$ cat src/rtl/fx3_stream_pkg.sv
// Shared types and constants for the FX3 IQ streaming blocks.
package fx3_stream_pkg;

  // IQ sample width: I in [11:0], Q in [23:12].
  localparam int IQ_W = 24;

  // Number of arbitrated sample channels.
  localparam int N_CH = 2;

  // Channel index type (two channels -> one bit).
  typedef logic ch_t;

  // Arbiter FSM states.
  typedef enum logic [1:0] {
    IDLE = 2'd0,
    GNT0 = 2'd1,
    GNT1 = 2'd2
  } state_t;

  // Map a channel index to its grant state.
  function automatic state_t gnt_state(input ch_t ch);
    return ch ? GNT1 : GNT0;
  endfunction

endpackage

$ cat src/rtl/fx3_rr_pick.sv
// Two-way round-robin picker: on a tie the channel not served last wins.
module fx3_rr_pick
  import fx3_stream_pkg::*;
(
  input  logic [1:0] cand,
  input  ch_t        last,
  output ch_t        gnt_idx,
  output logic       gnt_vld
);

  // Pure combinational choice between the two candidates.
  always_comb begin
    gnt_vld = |cand;
    gnt_idx = last;
    case (cand)
      2'b01:   gnt_idx = 1'b0;
      2'b10:   gnt_idx = 1'b1;
      2'b11:   gnt_idx = ~last;
      default: gnt_idx = last;
    endcase
  end

endmodule

$ cat src/rtl/fx3_iq_arbiter.sv
// Burst arbiter merging two IQ sample streams onto one downstream port.
// A granted channel is passed through combinationally; a grant ends on the
// final beat of a full burst or after IDLE_TO consecutive empty cycles.
module fx3_iq_arbiter
  import fx3_stream_pkg::*;
#(
  parameter int BURST_W = 8,
  parameter int IDLE_TO = 16
) (
  input  logic               clk,
  input  logic               rst,
  input  logic [1:0]         cfg_ch_en,
  input  logic [BURST_W-1:0] cfg_burst_len,
  input  logic [IQ_W-1:0]    s0_data_i,
  input  logic               s0_valid_i,
  output logic               s0_ready_o,
  input  logic [IQ_W-1:0]    s1_data_i,
  input  logic               s1_valid_i,
  output logic               s1_ready_o,
  output logic [IQ_W-1:0]    m_data_o,
  output logic               m_valid_o,
  input  logic               m_ready_i,
  output logic               m_ch_o,
  output logic               m_last_o
);

  localparam int IDLE_W = $clog2(IDLE_TO + 1);
  localparam logic [BURST_W-1:0] BEAT_ONE   = BURST_W'(1);
  localparam logic [IDLE_W-1:0]  IDLE_ONE   = IDLE_W'(1);
  localparam logic [IDLE_W-1:0]  IDLE_LIMIT = IDLE_W'(IDLE_TO);

  state_t             state_reg, state_next;
  ch_t                last_reg, last_next;
  logic [BURST_W-1:0] len_reg, len_next;
  logic [BURST_W-1:0] beat_reg, beat_next;
  logic [IDLE_W-1:0]  idle_reg, idle_next;
  logic [IQ_W-1:0]    hold_reg, hold_next;

  // Channel inputs gathered into arrays so the datapath can index them.
  logic [IQ_W-1:0] s_data [N_CH];
  logic [N_CH-1:0] s_valid;
  logic [N_CH-1:0] cand;
  logic [N_CH-1:0] ready;

  assign s_data[0]  = s0_data_i;
  assign s_data[1]  = s1_data_i;
  assign s_valid[0] = s0_valid_i;
  assign s_valid[1] = s1_valid_i;
  assign s0_ready_o = ready[0];
  assign s1_ready_o = ready[1];

  // Grant decode; reset suppresses the pass-through immediately.
  logic            granted;
  ch_t             gnt_ch;
  logic            sel_valid;
  logic [IQ_W-1:0] sel_data;
  logic            at_last;
  logic [IDLE_W-1:0] idle_inc;

  assign granted   = (state_reg != IDLE) & ~rst;
  assign gnt_ch    = ch_t'(state_reg == GNT1);
  assign sel_valid = s_valid[gnt_ch];
  assign sel_data  = s_data[gnt_ch];
  // Length 0 wraps to all-ones here, which is exactly the 2^BURST_W case.
  assign at_last   = (beat_reg == (len_reg - BEAT_ONE));
  assign idle_inc  = idle_reg + IDLE_ONE;

  genvar gi;
  generate
    for (gi = 0; gi < N_CH; gi++) begin : g_ch
      assign cand[gi]  = cfg_ch_en[gi] & s_valid[gi];
      assign ready[gi] = granted & (gnt_ch == ch_t'(gi)) & m_ready_i;
    end
  endgenerate

  ch_t  pick_idx;
  logic pick_vld;

  fx3_rr_pick u_pick (
    .cand    (cand),
    .last    (last_reg),
    .gnt_idx (pick_idx),
    .gnt_vld (pick_vld)
  );

  // State, counters and the held output sample.
  always_ff @(posedge clk) begin
    if (rst) begin
      state_reg <= IDLE;
      last_reg  <= 1'b1;
      len_reg   <= '0;
      beat_reg  <= '0;
      idle_reg  <= '0;
      hold_reg  <= '0;
    end else begin
      state_reg <= state_next;
      last_reg  <= last_next;
      len_reg   <= len_next;
      beat_reg  <= beat_next;
      idle_reg  <= idle_next;
      hold_reg  <= hold_next;
    end
  end

  // Next-state, counter updates and downstream outputs.
  always_comb begin
    state_next = state_reg;
    last_next  = last_reg;
    len_next   = len_reg;
    beat_next  = beat_reg;
    idle_next  = idle_reg;
    hold_next  = hold_reg;
    m_data_o   = hold_reg;
    m_valid_o  = 1'b0;
    m_last_o   = 1'b0;
    m_ch_o     = last_reg;

    case (state_reg)
      IDLE: begin
        if (pick_vld) begin
          state_next = gnt_state(pick_idx);
          len_next   = cfg_burst_len;
          beat_next  = '0;
          idle_next  = '0;
        end
      end
      GNT0, GNT1: begin
        m_data_o  = sel_data;
        m_valid_o = sel_valid;
        m_ch_o    = gnt_ch;
        m_last_o  = sel_valid & at_last;
        if (sel_valid) begin
          // A present beat, stalled or not, is never idle time.
          idle_next = '0;
          if (m_ready_i) begin
            hold_next = sel_data;
            beat_next = beat_reg + BEAT_ONE;
            if (at_last) begin
              state_next = IDLE;
              last_next  = gnt_ch;
              beat_next  = '0;
            end
          end
        end else if (idle_inc == IDLE_LIMIT) begin
          // Source went quiet for too long: revoke as a short burst.
          state_next = IDLE;
          last_next  = gnt_ch;
          beat_next  = '0;
          idle_next  = '0;
        end else begin
          idle_next = idle_inc;
        end
      end
      default: state_next = IDLE;
    endcase

    if (rst) begin
      m_data_o  = '0;
      m_valid_o = 1'b0;
      m_last_o  = 1'b0;
      m_ch_o    = 1'b1;
    end
  end

endmodule

$ cat config.mk
export PLATFORM = sky130hd
export DESIGN_NAME = fx3_iq_arbiter
export DESIGN_NICKNAME = d
export VERILOG_FILES = /design/src/rtl/fx3_stream_pkg.sv /design/src/rtl/fx3_rr_pick.sv /design/src/rtl/fx3_iq_arbiter.sv
export SDC_FILE = /design/constraint.sdc
export NUM_CORES = 1
export LEC_CHECK = 0
export CAP_MARGIN = 20
export CORE_MARGIN = 10
export CORE_UTILIZATION = 47
export CTS_CLUSTER_DIAMETER = 30
export DETAILED_ROUTE_END_ITERATION = 8
export PLACE_DENSITY = 0.81
export SLEW_MARGIN = 20
export SYNTH_ARGS = -nofsm -noshare
export SYNTH_HDL_FRONTEND = slang
export SYNTH_SLANG_ARGS = --single-unit
export TNS_END_PERCENT = 30
$ cat constraint.sdc
create_clock -name clk -period 3 [get_ports clk]
set_clock_uncertainty 0.1 [all_clocks]
set_input_delay 0.3 -clock clk [delete_from_list [all_inputs] [get_ports clk]]
set_output_delay 0.3 -clock clk [all_outputs]
set_load 0.01 [all_outputs]
==> summary.md, run 1 <==
| Metric | Value |
|---|---|
| Clk_lat worst skew | 300 ps |
| Top FF cell, synth | dfxtp_1 |
| DPL Wire Length | 5.92 mm |
| Sequential Power Share | 30.9% |
| R2R depth | 10 |
| Final Hold Vio Count | 0 |
| Logic pwr share | 54.3% |
| Hold Path Class | in -> reg |
| Top cells by area, synth | dfxtp_1, a211oi_1, mux2i_1 |
| Clock power share | 14.8% |
| Core Area | 0.00596 sq mm |
| Final Max Slew Viols | 0 |
| Rel. slew slack | 61.3% |
| Die area | 0.00973 sq mm |
| Number of synthesized flops with an enable pin | 0 |
| Syn nets | 421 |
| TritonRoute pass-1 iters | 4 |
| Final Critical Period | 2790 ps |
| Pwr/cell area | 667 mW/mm^2 |
| Final worst-path cycle share | 93.1% |
| Placed cell areas | 0.00386 sq mm |
| Status | completed |
| Clk buf depth | 2 |
| Wire per inst | 15.3 um |
| Design area | 0.00396 sq mm |
| Routed WL | 7.80 mm |
| Min-Delay Endpoint | len_reg[5]$_SDFFE_PP0P_ |
| R2r startpoint | len_reg[1]$_SDFFE_PP0P_ |
| Synth Register Bits | 48 |
| Total number of vias | 2812 |
| Mapped Cells | 353 |
| Die Height | 98.6 um |
| Initial DRC count | 154 |
| CP required | 2600 ps |
| Post-synth top area cell | dfxtp_1 |
| Antenna violations before repair | 0 |
| Vias in the first global route | 2725 |
| Antenna viol nets, final | 0 |
| Antenna Cells | 0 |
| Peak VDD IR | 0.320 mV |
| Initial Util | 48.8% |
| GRT Util Overall | 15.6% |
| Area growth syn-to-layout | 36.3% |
| LEAKAGE | 1.37 nW |
| Worst-path clk slew | 80 ps |
| Syn avg cell area | 8.23 sq um |
| Layout cell share with drive strength beyond 1 | 7.14% |
| CP endpoint kind | output pin |
| GP Congestion | 0.780 |
| Internal power | 1.59 mW |
| Post-synthesis sequential area ratio | 33.1% |
| Die width | 98.6 um |
| Syn. warnings | 0 |
| Largest fanout on the critical path | 6 |
| Number of placed I/O pins | 92 |
| Maximum number of pins on one net before global-route repair | 49 |
| Max-cap viol count | 0 |
| H-tree depth | 2 |
| Type of element launching the critical path | flop |
| Hold wc startpoint | rst |
| GR Overflow Total | 0 |
| First-pass GRT wire length | 12.9 mm |
| I/O Buffers | 91 |
| R2R Setup Slk | 640 ps |
| Clock Tree Root | clkbuf_8 |
| # DRC | 0 |
| Vias per cell | 5.52 |
| Filler Cell Count | 513 |
| Top post-synthesis cells by count | nor2_1, a211oi_1, dfxtp_1 |
| NumNets Final | 501 |
| TritonCTS clock tree | done |
| Net switching fraction of the power | 39.8% |
| RSZ-0062 raised after global routing | false |
| Psw | 1.05 mW |
| CTS hold repair buffers | 0 |
| Most frequent cell after synthesis | nor2_1 |
| Crit path DAT | 2390 ps |
| Setup_tns | 0 ps |
| Hold depth | 2 |
| Critical path type | reg -> out |
| Row cnt | 28 |
| Sink Count | 48 |
| Synth unique cells | 49 |
| Area share of the largest cell type after synthesis | 33.1% |
| Ys async rst share | 0% |
| Number of CTS-inserted buffers | 5 |
| Finish-stage setup viols | 0 |
| Fmax achieved | 358 MHz |
| Reg-to-reg critical path endpoint | state_reg[1]$_SDFFE_PP0P_ |
| Worst-Margin Slew | 577 ps |
| Largest register FFs | 24 |
| Post-Syn Area | 0.00291 sq mm |
==> layout make-up <==
| cell class | instances | area, sq um | area share [%] |
|---|---|---|---|
| multi-input cells | 273 | 1790 | 45.3 |
| repair buffers | 97 | 987 | 24.9 |
| flip-flops and latches | 48 | 962 | 24.3 |
| well taps | 75 | 93.8 | 2.37 |
| clock buffers | 6 | 82.6 | 2.08 |
| inverters | 8 | 31.3 | 0.790 |
| clock inverters | 2 | 10.0 | 0.253 |
==> routing by layer <==
layer	vias up	part of all wire [%]	global-route usage [%]
met2	118	46	24.6
met1	1253	42	17.7
met4	0	2.0	6.50
li1	1425	-	-
met5	-	0	0
met3	16	10	7.19
==> power groups by stage <==
stage	logic (mW)	registers, mW	clock network [mW]
global placement	1.40	0.824	0
finish	1.43	0.816	0.392
detailed placement	1.43	0.829	0
global route	1.58	0.828	0.430
floorplan	0.940	0.807	0
CTS	1.44	0.815	0.406
==> logic make-up (layout without fill, tap and decap cells) <==
group                      count (synthesis)  in the layout  synth area share [%]
xor gates and xnor gates                  17             17                  5.38
muxes                                     27             27                  9.47
and+or+nand+nor                          134            134                  22.0
DFF                                       48             48                  33.1
AOI/OAI and AO/OA                         90             90                  22.5
buffers and inverters                     32            113                  5.47
adders and majority gates                  5              5                  2.15
==> repair_timing <==
item | CTS | global route
resized for setup | 2 | 1
endpoints found under the setup margin | 1 | 1
buffers inserted | 0 | 1
pin swaps | 0 | 1
hold endpoints to repair | 0 | 0
cloned | 0 | 0
==> critical path: stages, from the launching register on <==
cell,delay (ps)
dfxtp_1,390
inv_1,70
ha_1,280
xor2_1,190
a21oi_1,180
a41oi_2,70
nor4_4,360
nand2_2,100
nor3_2,150
dlygate4sd2_1,290
==> how the worst max path moves through the flow <==
stage          cells after the start  slack [ps]                       from     endpoint
3_3_place_gp                       9         260    len_reg[0]$_SDFFE_PP0P_     m_last_o
5_1_grt                            6          80  state_reg[1]$_SDFFE_PP0P_  m_data_o[9]
6_report                           9         210    len_reg[1]$_SDFFE_PP0P_     m_last_o
2_1_floorplan                      8         750    len_reg[0]$_SDFFE_PP0P_     m_last_o
3_5_place_dp                       9         120    len_reg[0]$_SDFFE_PP0P_     m_last_o
4_1_cts                            9         130    len_reg[0]$_SDFFE_PP0P_     m_last_o
==> placed cells by master, fill, tap and decap left out, types with 2 or more instances in the layout <==
| cell | count |
|---|---|
| clkdlybuf4s50_1 | 89 |
| nor2_1 | 65 |
| a211oi_1 | 49 |
| dfxtp_1 | 47 |
| nand2_1 | 28 |
| mux2i_1 | 26 |
| a21oi_1 | 17 |
| nand3_1 | 10 |
| xor2_1 | 9 |
| inv_1 | 7 |
| xnor2_1 | 7 |
| nand4_1 | 7 |
| clkbuf_8 | 6 |
| o21ai_0 | 5 |
| and3_1 | 5 |
| ha_1 | 4 |
| nor2b_1 | 3 |
| clkinv_2 | 3 |
| buf_4 | 3 |
| buf_12 | 3 |
| nor4_4 | 2 |
| o21bai_1 | 2 |
| nor3_1 | 2 |
| o211ai_1 | 2 |
| nor4b_1 | 2 |
| o22ai_1 | 2 |
| o21a_1 | 2 |
==> through the flow <==
| stage | total power, mW | instances | setup WS, ps | utilization [%] | hold WS, ps |
|---|---|---|---|---|---|
| 6_report | 2.64 | 509 | 208 | 66.5 | 371 |
| 2_1_floorplan | 1.75 | 353 | 747 | - | 347 |
| 5_1_grt | 2.83 | 509 | 84.1 | 66.5 | 416 |
| 3_3_place_gp | 2.23 | 500 | 261 | 64.7 | 370 |
| 4_1_cts | 2.66 | 508 | 127 | 66.3 | 361 |
| 3_5_place_dp | 2.26 | 500 | 120 | 64.7 | 391 |
Power figures use the tool's default switching activity.
==> run 2, diff against run 1 <==
--- a/config.mk
+++ b/config.mk
@@ -5,6 +5,7 @@
 export SDC_FILE = /design/constraint.sdc
 export NUM_CORES = 1
 export LEC_CHECK = 0
+export ABC_CLOCK_PERIOD_IN_PS = 3000
 export CAP_MARGIN = 20
 export CORE_MARGIN = 10
 export CORE_UTILIZATION = 47
==> results of run 2 <==
No change in the layout: final DEF, timing and power equal those of run 1.
